## src/rtl/muldiv_pkg.sv

```systemverilog
// muldiv_pkg: shared types and constants for the RV32M multiply/divide sequencer.
//   op_e       funct3 encoding of the eight M-extension operations
//   state_e    sequencer states
//   MULDIV_FUNCT7  funct7 value that routes an R-type instruction to this block
package muldiv_pkg;

    localparam logic [6:0] MULDIV_FUNCT7 = 7'b0000001;

    typedef enum logic [2:0] {
        OP_MUL    = 3'd0,
        OP_MULH   = 3'd1,
        OP_MULHSU = 3'd2,
        OP_MULHU  = 3'd3,
        OP_DIV    = 3'd4,
        OP_DIVU   = 3'd5,
        OP_REM    = 3'd6,
        OP_REMU   = 3'd7
    } op_e;

    typedef enum logic [1:0] {
        ST_IDLE = 2'd0,
        ST_CALC = 2'd1,
        ST_FIX  = 2'd2,
        ST_DONE = 2'd3
    } state_e;

    function automatic logic op_is_mul(input op_e op);
        return !op[2];
    endfunction

    // rs1 is treated as signed for MUL, MULH, MULHSU, DIV, REM
    function automatic logic op_a_signed(input op_e op);
        return op inside {OP_MUL, OP_MULH, OP_MULHSU, OP_DIV, OP_REM};
    endfunction

    // rs2 is treated as signed for MUL, MULH, DIV, REM
    function automatic logic op_b_signed(input op_e op);
        return op inside {OP_MUL, OP_MULH, OP_DIV, OP_REM};
    endfunction

endpackage

```

## src/rtl/muldiv_sign_fix.sv

```systemverilog
// muldiv_sign_fix: combinational conditional two's-complement negate.
//   neg      1 = output is -in_val, 0 = pass through
//   in_val   W-bit input
//   out_val  W-bit result
module muldiv_sign_fix #(
    parameter int W = 32
) (
    input  logic         neg,
    input  logic [W-1:0] in_val,
    output logic [W-1:0] out_val
);
    assign out_val = neg ? -in_val : in_val;
endmodule

```

## src/rtl/muldiv_seq.sv

```systemverilog
// muldiv_seq: iterative RV32M multiply (shift-add) / divide (restoring) sequencer.
//   clk, rst            clock, asynchronous active-high reset
//   Start, funct3       issue request and operation select (sampled when not Busy)
//   Operand_A/B         rs1 / rs2 values
//   Flush               synchronous abort, returns to IDLE and suppresses Done
//   Busy                high in CALC and FIX (pipeline stall)
//   Done, Result        one-cycle completion pulse and registered result
// Optional build macro MULDIV_EARLY_OUT_EN: multiply leaves CALC as soon as the
// remaining multiplier bits are all zero.
module muldiv_seq
    import muldiv_pkg::*;
#(
    parameter int XLEN = 32
) (
    input  logic            clk,
    input  logic            rst,
    input  logic            Start,
    input  logic [2:0]      funct3,
    input  logic [XLEN-1:0] Operand_A,
    input  logic [XLEN-1:0] Operand_B,
    input  logic            Flush,
    output logic            Busy,
    output logic            Done,
    output logic [XLEN-1:0] Result
);
    localparam int CW = $clog2(XLEN);
    localparam logic [XLEN-1:0] XMIN = {1'b1, {(XLEN-1){1'b0}}};

    state_e              state, state_next;
    op_e                 op;
    logic [2*XLEN-1:0]   acc;     // mul: product; div: {remainder, dividend/quotient}
    logic [XLEN-1:0]     opnd;    // mul: multiplicand; div: divisor
    logic [XLEN-1:0]     mplier;
    logic [CW-1:0]       cnt;
    logic                neg_q, neg_r;

    // ---------------- issue decode ----------------
    op_e             op_in;
    logic            a_neg, b_neg, div_zero, div_ovf, special, accept;
    logic [XLEN-1:0] a_mag, b_mag, special_res;

    assign op_in = op_e'(funct3);
    assign a_neg = op_a_signed(op_in) & Operand_A[XLEN-1];
    assign b_neg = op_b_signed(op_in) & Operand_B[XLEN-1];

    muldiv_sign_fix #(.W(XLEN)) u_mag_a (.neg(a_neg), .in_val(Operand_A), .out_val(a_mag));
    muldiv_sign_fix #(.W(XLEN)) u_mag_b (.neg(b_neg), .in_val(Operand_B), .out_val(b_mag));

    assign div_zero = !op_is_mul(op_in) && (Operand_B == '0);
    assign div_ovf  = (op_in == OP_DIV || op_in == OP_REM) &&
                      (Operand_A == XMIN) && (Operand_B == '1);
    assign special  = div_zero | div_ovf;

    always_comb begin
        special_res = '0;
        if (div_zero)
            special_res = (op_in == OP_DIV || op_in == OP_DIVU) ? '1 : Operand_A;
        else if (div_ovf)
            special_res = (op_in == OP_DIV) ? XMIN : '0;
    end

    assign accept = Start && !Flush && (state == ST_IDLE || state == ST_DONE);

    // ---------------- iteration datapath ----------------
    logic [XLEN:0]     mul_sum;
    logic [2*XLEN-1:0] mul_next, div_next;
    logic [XLEN:0]     div_shift;
    logic [XLEN+1:0]   div_diff;
    logic              div_ok, calc_last;

    assign mul_sum  = {1'b0, acc[2*XLEN-1:XLEN]} + (mplier[0] ? {1'b0, opnd} : '0);
    assign mul_next = {mul_sum, acc[XLEN-1:1]};

    // remainder < divisor always holds, so a failed trial never loses the shifted MSB
    assign div_shift = {acc[2*XLEN-1:XLEN], acc[XLEN-1]};
    assign div_diff  = {1'b0, div_shift} - {2'b0, opnd};
    assign div_ok    = !div_diff[XLEN+1];
    assign div_next  = {div_ok ? div_diff[XLEN-1:0] : div_shift[XLEN-1:0],
                        acc[XLEN-2:0], div_ok};

    // On early exit cnt is left at the number of product shifts still owed.
    logic [2*XLEN-1:0] prod;
`ifdef MULDIV_EARLY_OUT_EN
    assign calc_last = (cnt == '0) || (op_is_mul(op) && (mplier[XLEN-1:1] == '0));
    assign prod      = acc >> cnt;
`else
    assign calc_last = (cnt == '0);
    assign prod      = acc;
`endif

    // ---------------- sign fix / result select ----------------
    logic [2*XLEN-1:0] fix_in, fix_out;
    logic              fix_neg;
    logic [XLEN-1:0]   fix_res;

    always_comb begin
        fix_in  = prod;
        fix_neg = neg_q;
        if (!op_is_mul(op)) begin
            if (op == OP_DIV || op == OP_DIVU) begin
                fix_in = {{XLEN{1'b0}}, acc[XLEN-1:0]};
            end else begin
                fix_in  = {{XLEN{1'b0}}, acc[2*XLEN-1:XLEN]};
                fix_neg = neg_r;
            end
        end
    end

    muldiv_sign_fix #(.W(2*XLEN)) u_fix (.neg(fix_neg), .in_val(fix_in), .out_val(fix_out));

    assign fix_res = (op_is_mul(op) && op != OP_MUL) ? fix_out[2*XLEN-1:XLEN]
                                                     : fix_out[XLEN-1:0];

    // ---------------- FSM ----------------
    always_ff @(posedge clk or posedge rst) begin
        if (rst) state <= ST_IDLE;
        else     state <= state_next;
    end

    always_comb begin
        state_next = state;
        case (state)
            ST_IDLE, ST_DONE: state_next = accept ? (special ? ST_DONE : ST_CALC) : ST_IDLE;
            ST_CALC:          if (calc_last) state_next = ST_FIX;
            ST_FIX:           state_next = ST_DONE;
            default:          state_next = ST_IDLE;
        endcase
        if (Flush) state_next = ST_IDLE;
    end

    assign Busy = (state == ST_CALC) || (state == ST_FIX);
    assign Done = (state == ST_DONE);

    always_ff @(posedge clk or posedge rst) begin
        if (rst) begin
            op     <= OP_MUL;
            acc    <= '0;
            opnd   <= '0;
            mplier <= '0;
            cnt    <= '0;
            neg_q  <= 1'b0;
            neg_r  <= 1'b0;
            Result <= '0;
        end else if (accept) begin
            op    <= op_in;
            cnt   <= CW'(XLEN-1);
            neg_q <= a_neg ^ b_neg;
            neg_r <= a_neg;
            if (op_is_mul(op_in)) begin
                acc    <= '0;
                opnd   <= a_mag;
                mplier <= b_mag;
            end else begin
                acc    <= {{XLEN{1'b0}}, a_mag};
                opnd   <= b_mag;
                mplier <= '0;
            end
            if (special) Result <= special_res;
        end else if (state == ST_CALC) begin
            acc    <= op_is_mul(op) ? mul_next : div_next;
            mplier <= mplier >> 1;
            if (!calc_last) cnt <= cnt - CW'(1);
        end else if (state == ST_FIX && !Flush) begin
            Result <= fix_res;
        end
    end

endmodule
```

## config.mk

```make
export PLATFORM = sky130hd
export DESIGN_NAME = muldiv_seq
export DESIGN_NICKNAME = d
export VERILOG_FILES = /design/src/rtl/muldiv_pkg.sv /design/src/rtl/muldiv_sign_fix.sv /design/src/rtl/muldiv_seq.sv
export SDC_FILE = /design/constraint.sdc
export NUM_CORES = 1
export LEC_CHECK = 0
export CAP_MARGIN = 20
export CORE_MARGIN = 2
export CORE_UTILIZATION = 65
export CTS_CLUSTER_SIZE = 10
export DETAILED_ROUTE_END_ITERATION = 12
export PLACE_DENSITY_LB_ADDON = 0.1
export SLEW_MARGIN = 25
export SYNTH_ARGS = -nofsm -noshare
export SYNTH_HDL_FRONTEND = slang
export SYNTH_SLANG_ARGS = --single-unit
```

## constraint.sdc

```tcl
create_clock -name clk -period 13.06 [get_ports clk]
set_input_delay 3.265 -clock clk [delete_from_list [all_inputs] [get_ports clk]]
set_output_delay 3.265 -clock clk [all_outputs]
set_load 0.03 [all_outputs]
```

Yosys cells after proc, flatten, opt, wreduce, memory -nomap -nowiden --
Cells that the tools add are included.
Storage, ports and cells: register bits after elaboration 172, word-level logic and storage cells 96, output and inout port bits 34, input port bits 71
Operators by class: $add $sub $neg 6, multiplexer cells 34, equal/unequal tests 16, bitwise gates (word level) 4, reductions and logical operators 27
Operators with widths (number):
- $mux W32 | 19
- $mux W64 | 5
- $eq A32 B32 Y1 const B | 2
- $neg A32 Y32 | 2
- $neg A64 Y64 | 1
- $sub A33 B32 Y34 | 1
- $add A32 B32 Y33 | 1
- $logic_not A32 Y1 | 1
- $eq A3 B3 Y1 const B | 5
- $mux W5 | 3
- $mux W2 | 4
- $logic_and A1 B1 Y1 | 7
- $ne A2 B2 Y1 const B | 3
- $pmux W2 S3 | 1
- $logic_not A5 Y1 | 1
- $logic_or A1 B1 Y1 | 5
- $reduce_bool A5 Y1 | 1
- $sub A5 B1 Y5 const B | 1
- $eq A2 B2 Y1 const B | 2
- $reduce_bool A2 Y1 | 2
- $reduce_bool A4 Y1 | 1
- $eq A3 B1 Y1 const B | 1
- $eq A3 B2 Y1 const B | 1
- $logic_not A1 Y1 | 3
- other kinds (12) | 14

Logic depth before layout (Yosys ltp) --
Gate-level depths: netlist of the first run.
word-level depth 10, mapped depth 18, mapped depth without buffers 14

Hierarchy --
Synthesis of the first run repeated with hierarchy kept, for this count alone.
Second synthesis, totals: cells, all modules 2064, area, all modules 16716.0 um2
By module, submodules not included:
- muldiv_seq | times used 1, cells each 1650, area an instance 13728.2 um2, seq. area each 4304.1 um2
- muldiv_sign_fix (u_mag_a ...) | times used 2, cells each 108, area an instance 767.0 um2, seq. area each 0.0 um2
- muldiv_sign_fix (u_fix) | times used 1, cells each 198, area an instance 1453.9 um2, seq. area each 0.0 um2

Worst setup path before layout of the first run --
No wires, ideal clock.
path kind input to register, from in Operand_A[6], to reg Result[9], cell stages on the path 10, data arrival time 5970 ps, setup time 126 ps, buffers on the path 2, data required time 12934 ps, slack 6964 ps, cells stage by stage or4_1 -> or4_1 -> or3_1 -> clkbuf_1 -> nor3_2 -> nand4_1 -> a21o_1 -> and2_1 -> buf_2 -> a221o_1
On the way: longest elaborated chain between the ends 7, elaborated cells between the ends (all ways) 10, classes of those cells eq/ne (2); mux (4); bitwise (1); reduce/logical (3)
Ends and longest elaborated chain:
- start, declared | line muldiv_seq.sv:19 | input logic [XLEN-1:0] Operand_A,
- $eq A32 B32 Y1 * | line muldiv_seq.sv:51 | (Operand_A == XMIN) && (Operand_B == '1);
- $logic_and A1 B1 Y1 * | line muldiv_seq.sv:50 | assign div_ovf = (op_in == OP_DIV || op_in == OP_REM) &&
- $logic_and A1 B1 Y1 * | line muldiv_seq.sv:51
- $mux W32 | line muldiv_seq.sv:58 | else if (div_ovf)
- $mux W32 | line muldiv_seq.sv:56 | if (div_zero)
- $mux W32 | line muldiv_seq.sv:158 | if (special) Result <= special_res;
- $mux W32 | line muldiv_seq.sv:144 | end else if (accept) begin
- end signal, assigned | line muldiv_seq.sv:158
- end signal, assigned | line muldiv_seq.sv:164 | Result <= fix_res;
- end, declared | line muldiv_seq.sv:24 | output logic [XLEN-1:0] Result
Mark *: on every way between the ends. The rest lies on a longest branch, timed or not. The select of a mux whose other input is x is not followed. A chain may end at the register's enable or synchronous reset.

Final worst setup path of the first run --
from in Operand_A[0], to reg Result[4]
Same word-level chain as after synthesis.

==> flow_metrics.tcl, run 1 <==
set metrics [dict create \
    timing.fmax_mhz 143 \
    r2r_cells 14 \
    layout_setup_ws_ns 6.08 \
    synthDistinctLibCells 78 \
    wl_per_cell_um 23.9 \
    place_congestion 1.06 \
    tns_ns 0 \
    synth_flop_cell "dfrtp_1" \
    hpwl_um 42000 \
    synthCells 2048 \
    ios 105 \
    multi_input_area_mm2 0.0109 \
    cellPowerDensity_mw_per_mm2 270 \
    path_max_fanout 26 \
    hp-class "reg2reg" \
    drive_gt1_share_pct 4.61 \
    antenna_found_initial 1 \
    finalHoldViolCount 0 \
    final_cell_mix "o21ai_0, nand2_1, dfrtp_1" \
    clk_latency_ns 0.45 \
    vias 16700 \
    async_flop_share_pct 100 \
    yosys_warnings 0 \
    yosysSeqAreaShare_pct 26.8 \
    h-tree-depth 4 \
    syn2layout_area_growth_pct 10.6 \
    crit_arrival_ns 7.31 \
    dr.pass1.iters 7 \
    initial_core_util_pct 66.2 \
    design_area_mm2 0.0177 \
    cp-start-kind "input pin" \
    outcome "completed" \
    final_common_cell "o21ai_0" \
    clk_pin_slew_ns 0.07 \
    viasPerCell 7.00 \
    crit_required_ns 13.39 \
    grt_pass1_wl_um 87700 \
    cts_tree "done" \
    nets 2195 \
    io_buffers 104 \
    fin_skew_ns 0.0162 \
    setup.worst_path.class "in2reg" \
    grt_pass1_vias 15300 \
    holdWs_ns 0.492 \
    slew-limit-headroom_pct 30.6 \
    core_area_mm2 0.0242 \
    vdd_drop_max_uv 280 \
    syn_avg_cell_area_um2 7.83 \
    die_w_um 161 \
    dpl_cell_area_mm2 0.0171 \
    drcViolationCount 0 \
    reg2reg_to "Result[4]$_DFFE_PP0P_" \
    worstHoldStart "Result[29]$_DFFE_PP0P_" \
    preCtsSetupSlack_ns 5.76 \
    setup_viol 0 \
    rr_startpoint "op[2]$_DFFE_PP0P_" \
    gr-total-overflow 0 \
    die_area_mm2 0.0260 \
    ys_ff_latch 172 \
    cts_buffer_depth 2 \
    fill_cells 1951 \
    r2r_setup_slack_ns 7.88 \
    synth_edf_count 0 \
    antennaDiodeCount 0 \
    cts_sinks 172 \
    grt_max_degree 111 \
    startpoint "Operand_A[0]" \
    holdBufCountCts 0 \
    rsz0062_at_grt "no" \
    period_minus_slack_ns 6.98 \
    max_cap_viol_count 0 \
    regArea_mm2 0.00431 \
    grtUsageTotal_pct 43.6 \
    cts.repair.resized 0 \
    netlist_area_mm2 0.0160 \
    dr.first_iter.drc_count 2376 \
    fin_crit_sh_pct 53.4 \
    syn_nets 2194 \
    cp-end-kind "flip-flop" \
    clockRootBuffer "clkbuf_16" \
    tightest_slew_ns 1.04 \
    slew_viol_final 0 \
    crit_path_end "Result[4]$_DFFE_PP0P_" \
    wl_um 57000 \
    cts_buffers 17 \
    antenna_left 0 \
    fp.dieH_um 161 \
    rows 57 \
    leakagePower_uw 0.00724 \
    cts_setup_buffers 0 \
]
sequential cells by signal, indices dropped and copies added, names as in the netlist:
signal,flops
opnd,32
Result,32
acc,64
neg_q,1
state,2
op,3
cnt,5
mplier,32
neg_r,1
where the power goes:
part | leakage [uW] | total, uW | switching (uW) | internal, uW
Clock | 0.000299 | 545 | 246 | 299
Combinational | 0.00481 | 3140 | 1900 | 1240
Sequential | 0.00213 | 1120 | 348 | 771
Total | 0.00724 | 4800 | 2490 | 2310
cells in the mapped netlist (all sizes together) (9+ instances only):
library cell  count  area [um2]
o211ai           22         165
or3              20         130
mux2i           114        1140
xnor2            96         841
xor2             69         604
nand4            23         144
nor2            171         642
o21ai           216        1080
buf              32         155
a211oi           34         260
o21a             22         165
and3             10        62.6
mux2             19         214
inv              72         270
clkbuf          112         422
a22oi            10        75.1
nor2b            12        75.1
or4              13        97.6
o21bai            9        67.6
and2             41         257
dfrtp           172        4300
ha               73         913
nor4             11        68.8
o41ai            11         115
a21o             25         188
nand2b           22         138
nand3            35         175
a21oi           148         741
o22ai            65         407
nor3             43         220
a31oi            16         100
nand2           183         689
o31ai            32         240
o221ai           16         146
area by class of cell:
| type | count | share of cell area (%) |
|---|---|---|
| clock buffer | 20 | 2.57 |
| clock inverter | 11 | 0.853 |
| inverter | 72 | 1.57 |
| multi-input combinational | 1660 | 61.7 |
| sequential | 172 | 24.3 |
| tap | 324 | 2.28 |
| timing repair buffer | 126 | 6.77 |
logic make-up (layout without fill, tap and decap cells):
family	count (synthesis)	count (layout)	synth area share (%)
AO/OA/AOI/OAI	678	678	26.2
adder cells (fa/ha/maj)	75	75	5.94
multiplexers	133	133	8.45
AND/OR/NAND/NOR	609	609	18.3
buffers and inverters	216	229	5.28
flip-flops	172	172	26.8
XOR/XNOR	165	165	9.01
worst min-delay path by stage:
stage                        endpoint  cells after the start
3_3_place_gp   Result[29]$_DFFE_PP0P_                      2
4_1_cts        Result[29]$_DFFE_PP0P_                      2
2_1_floorplan  mplier[31]$_DFFE_PP0P_                      2
5_1_grt        Result[29]$_DFFE_PP0P_                      2
6_report       Result[29]$_DFFE_PP0P_                      2
3_5_place_dp   Result[29]$_DFFE_PP0P_                      2
routing by layer:
metal | part of all wire (%) | vias to the layer above | GRT usage (%)
met2 | 42 | 1096 | 63.5
met5 | 0.023 | - | 0
met1 | 39 | 7878 | 57.9
met3 | 12 | 260 | 13.4
met4 | 6.6 | 2 | 24.4
li1 | - | 7457 | -
stage by stage:
step | std cells | utilization [%] | total power (uW)
2_1_floorplan | 2048 | - | 3290
3_3_place_gp | 2354 | 70.6 | 4070
3_5_place_dp | 2354 | 70.6 | 4130
4_1_cts | 2385 | 73.1 | 4690
5_1_grt | 2385 | 73.2 | 5100
6_report | 2385 | 73.2 | 4800
critical path: stages:
cell             delay (ns)
clkdlybuf4s50_1        0.64
inv_1                  0.14
ha_1                   0.17
nand2b_1               0.10
or4_1                  0.55
or3_1                  0.51
nor3_2                 0.34
nand4_1                0.16
a21o_1                 0.33
nand2_1                0.66
o311ai_0               0.28
o21a_1                 0.17
(Power assumes the default switching activity.)
==> run 2, diff against run 1 <==
CORE_UTILIZATION = 61   (was 65)
clock period = 7 ns   (was 13.06 ns; I/O delays follow)
==> run 2 against run 1 <==
Effect of this change:
- cell count grew 0.55%
- sequential share of layout area shrank 0.085 points
- largest power group unchanged
- critical path type unchanged
- final area grew 0.35%
- combinational power grew 87%
==> flow_metrics.tcl, run 2 (synthesis results as in run 1) <==
set metrics [dict create \
    syn2layout_area_growth_pct 11.0 \
    holdBufCountCts 0 \
    wl_um 57900 \
    cp-end-kind "flip-flop" \
    grt_pass1_vias 15300 \
    holdWs_ns 0.484 \
    period_minus_slack_ns 5.40 \
    path_max_fanout 26 \
    slew_viol_final 0 \
    crit_required_ns 7.33 \
    initial_core_util_pct 61.9 \
    cts_buffer_depth 2 \
    core_area_mm2 0.0259 \
    antenna_left 0 \
    antennaDiodeCount 0 \
    cp-start-kind "input pin" \
    place_congestion 1.02 \
    tightest_slew_ns 1.09 \
    rows 59 \
    die_w_um 166 \
    ios 105 \
    clk_pin_slew_ns 0.07 \
    timing.fmax_mhz 185 \
    grtUsageTotal_pct 41.0 \
    clk_latency_ns 0.45 \
    final_cell_mix "o21ai_0, nand2_1, dfrtp_1" \
    setup_viol 0 \
    gr-total-overflow 0 \
    hp-class "reg2reg" \
    cts_sinks 172 \
    slew-limit-headroom_pct 27.1 \
    drive_gt1_share_pct 4.65 \
    tns_ns 0 \
    vdd_drop_max_uv 401 \
    cts_setup_buffers 0 \
    h-tree-depth 4 \
    rsz0062_at_grt "no" \
    cts.repair.resized 0 \
    setup.worst_path.class "in2reg" \
    crit_arrival_ns 5.74 \
    nets 2196 \
    hpwl_um 43200 \
    fin_skew_ns 0.0189 \
    dr.first_iter.drc_count 2255 \
    largest_register_ffs 64 \
    top_register "acc" \
    grt_max_degree 108 \
    wl_per_cell_um 24.1 \
    drcViolationCount 0 \
    die_area_mm2 0.0276 \
    viasPerCell 6.90 \
    io_buffers 104 \
    final_common_cell "o21ai_0" \
    clockRootBuffer "clkbuf_16" \
    antenna_found_initial 1 \
    outcome "completed" \
    vias 16600 \
    cts_tree "done" \
    grt_pass1_wl_um 88600 \
    dr.pass1.iters 8 \
    cellPowerDensity_mw_per_mm2 506 \
    cts_buffers 17 \
    leakagePower_uw 0.00727 \
    finalHoldViolCount 0 \
    fin_crit_sh_pct 77.2 \
    max_cap_viol_count 0 \
    fp.dieH_um 166 \
]
-- run 2: routing by layer --
metal,vias to the layer above,GRT usage [%],part of all wire (%)
met5,-,0,0
met2,1039,59.8,42
li1,7476,-,-
met1,7814,55.6,40
met3,226,10.3,11
met4,0,23.3,6.6
-- run 2: power by group --
part	total [uW]	internal, uW	switching, uW
Combinational	5870	2320	3550
Clock	1040	558	487
Sequential	2090	1440	656
Total	9010	4310	4700
-- run 2: path summary, 6_finish.rpt --
check	slack, ns	to	cells after the start	from
hold reg to reg	0.48	Result[15]$_DFFE_PP0P_	2	Result[15]$_DFFE_PP0P_
setup / recovery	1.60	Result[4]$_DFFE_PP0P_	10	Operand_A[4]
hold / removal	0.48	Result[15]$_DFFE_PP0P_	2	Result[15]$_DFFE_PP0P_
setup reg to reg	1.89	Result[4]$_DFFE_PP0P_	13	op[2]$_DFFE_PP0P_
max in group asynchronous	4.21	acc[23]$_DFFE_PP0P_	3	rst
min in group asynchronous	1.75	acc[39]$_DFFE_PP0P_	2	rst
-- run 2: final cells by class --
cell class | instances | area, um2
Multi-Input combinational cell | 1660 | 10900
Fill cell | 2223 | 8100
Sequential cell | 172 | 4310
Timing Repair Buffer | 127 | 1230
Clock buffer | 18 | 439
Tap cell | 335 | 419
Inverter | 72 | 275
Clock inverter | 14 | 196
-- run 2: per-stage QoR --
stage	area, um2	instances	total power (uW)	utilization [%]	worst slack, ns
final	17800	2398	9010	68.7	1.60
after global routing	17800	2398	9590	68.7	1.47
after CTS	17800	2397	8830	68.7	1.71
after detailed placement	17200	2365	7760	66.2	1.24
after global placement	17200	2365	7630	66.2	1.36
after floorplan	16000	2048	6140	-	0.590
-- run 2: critical path, stage by stage --
cell	delay [ns]
clkdlybuf4s50_1	0.54
or4_1	0.63
or4_1	0.50
or3_1	0.51
nor3_2	0.31
nand4_1	0.13
a21o_1	0.31
nand2_1	0.62
o311ai_0	0.27
o21a_1	0.16
